[config.mk]
export PLATFORM = sky130hd
export DESIGN_NAME = byte_tx_port
export DESIGN_NICKNAME = d
export VERILOG_FILES = /design/src/rtl/byte_tx_port.sv
export SDC_FILE = /design/constraint.sdc
export NUM_CORES = 1
export LEC_CHECK = 0
export ABC_AREA = 1
export CORE_AREA = 2 2 159 161
export CTS_CLUSTER_SIZE = 20
export DETAILED_ROUTE_END_ITERATION = 10
export DIE_AREA = 0 0 161 163
export PLACE_DENSITY = 0.73
export SETUP_SLACK_MARGIN = 0.5
export SLEW_MARGIN = 0
export SYNTH_ARGS = -nofsm -noshare
export SYNTH_HDL_FRONTEND = slang
export SYNTH_SLANG_ARGS = --single-unit
[constraint.sdc]
create_clock -name clk -period 4.38 [get_ports clk]
set_input_delay 0.876 -clock clk [delete_from_list [all_inputs] [get_ports clk]]
set_output_delay 0.876 -clock clk [all_outputs]
set_load 0.01 [all_outputs]
[src/rtl/byte_tx_port.sv]
// Bus-writable byte FIFO draining to a valid/ready byte stream.
// Optional irq on empty is enabled by defining BYTE_TX_PORT_IRQ_EN.
module byte_tx_port #(
  parameter int DEPTH = 16
) (
  input  logic        clk,
  input  logic        reset,
  input  logic        valid,
  output logic        ready,
  input  logic [31:0] address,
  input  logic [3:0]  wstrobe,
  input  logic [31:0] wdata,
  output logic [31:0] rdata,
  output logic        tx_valid,
  output logic [7:0]  tx_data,
  input  logic        tx_ready
`ifdef BYTE_TX_PORT_IRQ_EN
  ,
  output logic        irq
`endif
);

  localparam int AW = $clog2(DEPTH);
  localparam int CW = AW + 1;

  logic [7:0]    mem [DEPTH];
  logic [AW-1:0] wr_ptr;
  logic [AW-1:0] rd_ptr;
  logic [CW-1:0] count;
  logic [CW-1:0] free;
  logic [2:0]    n_push;
  logic [AW-1:0] off [4];
  logic          is_status;
  logic          data_wr;
  logic          space_ok;
  logic          accept;
  logic          push;
  logic          pop;
  logic          flush;
  logic          empty;
  logic          full;
  logic          irq_bit;
  logic [31:0]   rd_val;
  logic          unused_addr;

  assign unused_addr = ^{address[31:3], address[1:0]};

  assign is_status = address[2];
  assign data_wr   = !is_status && (wstrobe != 4'd0);
  assign n_push    = 3'(wstrobe[0]) + 3'(wstrobe[1])
                   + 3'(wstrobe[2]) + 3'(wstrobe[3]);
  assign free      = CW'(DEPTH) - count;
  // Space is judged on the registered count only.
  assign space_ok  = !data_wr || (free >= CW'(n_push));
  assign accept    = valid && !ready && space_ok;
  assign push      = accept && data_wr;
  assign flush     = accept && is_status
                   && wstrobe[0] && wdata[0];

  assign empty    = (count == '0);
  assign full     = (count == CW'(DEPTH));
  assign tx_valid = !empty;
  assign tx_data  = mem[rd_ptr];
  assign pop      = tx_valid && tx_ready;

`ifdef BYTE_TX_PORT_IRQ_EN
  logic irq_enable;
  assign irq_bit = irq;
`else
  assign irq_bit = 1'b0;
`endif

  always_comb begin
    off[0] = '0;
    for (int i = 1; i < 4; i++)
      off[i] = off[i-1] + AW'(wstrobe[i-1]);
  end

  always_comb begin
    rd_val = 32'd0;
    if (is_status)
      rd_val = {20'd0, irq_bit, full, empty, 9'(count)};
  end

  always_ff @(posedge clk) begin
    if (push) begin
      for (int i = 0; i < 4; i++)
        if (wstrobe[i])
          mem[wr_ptr + off[i]] <= wdata[8*i +: 8];
    end
  end

  always_ff @(posedge clk) begin
    if (reset) begin
      ready  <= 1'b0;
      rdata  <= 32'd0;
      count  <= '0;
      wr_ptr <= '0;
      rd_ptr <= '0;
    end else begin
      ready <= accept;
      rdata <= accept ? rd_val : 32'd0;
      if (flush) begin
        count  <= '0;
        wr_ptr <= '0;
        rd_ptr <= '0;
      end else begin
        if (push)
          wr_ptr <= wr_ptr + AW'(n_push);
        if (pop)
          rd_ptr <= rd_ptr + 1'b1;
        count <= count
               + CW'(push ? n_push : 3'd0)
               - CW'(pop);
      end
    end
  end

`ifdef BYTE_TX_PORT_IRQ_EN
  always_ff @(posedge clk) begin
    if (reset) begin
      irq_enable <= 1'b0;
      irq        <= 1'b0;
    end else begin
      if (accept && is_status && wstrobe[0])
        irq_enable <= wdata[1];
      irq <= irq_enable && empty;
    end
  end
`endif

endmodule

==> flow_summary.toml <==
[clock_network]
clock_path_buffers = 2
cts_root_buffer = "clkbuf_16"
hold_buffers = 0
cts_made_buffers = 17
tritoncts = "done"
insertion_delay_ns = 0.44
htreeDepth = 4
clkTransAtPathRegs_ns = 0.07
clkSinkCount = 153

[route]
postRouteAntennaNets = 0
route.vias.total = 13065
dr.first_iter.drc_count = 1830
drt_wl_total_mm = 49.3
firstDrtPassIters = 7
post_drt_wl_per_cell_microns = 22.2
vias_per_cell = 5.89
drc = 0

[synthesis]
syn_avg_cell_area_sq_um = 6.92
synth_top_area_share = 0.319
syn_area_sq_um = 12000
synth_most_common_cell = "nand2_1"
yosys-top-cells-area = "edfxtp_1, nand2_1, nand3_1, a21oi_1, inv_1"
synth_warnings = 0
synthArstFlopShare = 0
synth_edf_count = 128
synth_cells = 1739
synth_common_cells = "nand2_1, nand3_1, a21oi_1"
ys.flop_type = "edfxtp_1"
yosysTopAreaCell = "edfxtp_1"
synth.distinct_cells = 40
synth_seq_cells = 153
seq_area_frac_synth = 0.361

[cells_and_area]
drive_above_1_share = 0.139
fin_nets = 1976
area_delta_synth_final_pct = 20.7
diodes = 0

[sta]
worstMarginPinSlew_ns = 1.16
setup_tns_ns = 0
finalCriticalPeriod_ns = 3.85
clock_skew_ns = 0.0120
slew_headroom = 0.221
finalWorstSetupSlack_ns = 0.531
rsz0062_at_grt = "true"
setup_viol = 0
max_freq_mhz = 260
maxSlewViolCount = 0
timing.final.crit_share = 0.879
hold_viol_final = 0

[die]
die-area_sq_um = 26200
ios = 114
core_area_sq_um = 24700
start_util = 0.488
die_x_microns = 161
die_h_microns = 163
rows = 58

[worst_setup_path]
worstRegToRegCells = 22
cp_data_required_time_ns = 4.76
critPathKind = "in2reg"
crit_path_start_kind = "input pin"
worst_setup_path_end_kind = "flop"
arrival_ns = 4.23
crit_fanout = 3

[placement]
gp_congestion = 1.05
portBuffers = 57
place_hpwl_mm = 35.4
post-place-ws_ns = -0.201

[power]
p_sw_mw = 1.94
p_leak_nw = 6.45
irDropWorstVdd_mv = 0.313
p_sw_frac = 0.375
power_density_nw_per_um2 = 356
p_clk_frac = 0.290
intPower_mw = 3.23
p_seq_frac = 0.343
combPwrFrac = 0.367

[grt]
antenna_found_initial = 1
gr-usage-all-layers = 0.372
grt_pass1_vias = 11935
grt_overflow = 0
grt_max_degree = 76
grt_pass1_wl_mm = 72.0

[job]
drv_cap = 0

[min_path]
worstHoldPathCells = 2
hp-class = "reg2reg"

[outcome]
outcome = "complete, no violations"
==> worst max-delay path, stage by stage <==
cell	delay [ns]
clkdlybuf4s15_2	0.20
fa_1	0.51
ha_2	0.23
ha_4	0.27
inv_2	0.03
ha_1	0.26
o21ai_1	0.06
nand2_1	0.08
nand3_2	0.09
nand2_4	0.09
nand3_4	0.07
inv_4	0.08
nand2_2	0.06
ha_4	0.23
inv_1	0.05
ha_2	0.17
inv_2	0.04
fa_2	0.35
o21ai_2	0.15
xor2_1	0.17
inv_1	0.06
nor2_1	0.09
==> cell type report <==
class,instances,area (sq um)
Clock buffer,22,509
Clock inverter,10,78.8
Fill cell,2335,10100
Inverter,202,764
Multi-Input combinational cell,1314,6640
Sequential cell,153,4350
Tap cell,330,413
Timing Repair Buffer,185,1770
Timing Repair inverter,1,7.51
==> what timing repair did <==
action | CTS | global route
buffers inserted | 3 | 1
resized for setup | 11 | 18
pin swaps | 8 | 2
gates cloned | 0 | 1
setup endpoints to repair | 224 | 50
==> path summary, 6_finish.rpt <==
path	start	to	slack, ns
worst max register to register	count[0]$_SDFF_PP0_	count[4]$_SDFF_PP0_	1.18
worst min register to register	count[2]$_SDFF_PP0_	rdata[2]$_SDFF_PP0_	0.51
worst min-delay path	count[2]$_SDFF_PP0_	rdata[2]$_SDFF_PP0_	0.51
worst max-delay path	wstrobe[1]	count[4]$_SDFF_PP0_	0.53
==> registers in the layout, indices dropped and copies added, names as in the netlist, named ones only <==
name    count
mem       128
rdata       7
count       5
rd_ptr      4
wr_ptr      4
ready       1
==> kinds of logic (layout without fill, tap and decap cells) <==
logic type	count (synthesis)	count (layout)	share of synthesized area
flops	153	153	0.361
simple gates	911	911	0.328
fa+ha+maj	30	30	0.0349
mux	32	32	0.0266
buf+inv	296	420	0.105
xor+xnor	12	12	0.00936
compound gates	304	304	0.135
other cells	1	25	0.000312
==> per-layer routing <==
metal,global-route usage,wire length (microns),vias up
li1,-,-,5994
met1,0.486,18400,5872
met2,0.569,20900,958
met3,0.102,6860,239
met4,0.185,3070,2
met5,0,13,-
==> power by group through the flow <==
stage / clock network, mW / logic [mW] / registers [mW]
6_report: 1.50 / 1.90 / 1.77
5_1_grt: 1.55 / 2.05 / 1.78
4_1_cts: 1.50 / 1.82 / 1.77
3_5_place_dp: 0 / 1.80 / 1.80
3_3_place_gp: 0 / 1.76 / 1.79
2_1_floorplan: 0 / 1.17 / 1.73
==> cells in the final DEF, fill, tap and decap left out, types with 18 or more instances in the layout <==
cell type,n
a21oi_1,192
buf_12,19
buf_4,109
clkbuf_16,20
clkdlybuf4s50_1,54
conb_1,25
dfxtp_1,23
edfxtp_1,128
ha_1,18
inv_1,169
inv_2,18
mux2i_1,32
nand2_1,490
nand2_2,19
nand3_1,210
nor2_1,126
nor2_2,30
o211ai_1,34
o21ai_0,66
==> per-stage QoR <==
stage / power [mW] / area, sq um / hold slack [ns] / cells / utilization
floorplan: 2.89 / 12200 / 0.460 / 1763 / -
global placement: 3.55 / 13800 / 0.484 / 2180 / 0.560
detailed placement: 3.59 / 13800 / 0.486 / 2180 / 0.560
CTS: 5.08 / 14400 / 0.494 / 2215 / 0.585
global route: 5.38 / 14500 / 0.529 / 2217 / 0.589
finish: 5.17 / 14500 / 0.506 / 2217 / 0.589
Power figures use the tool's default switching activity.
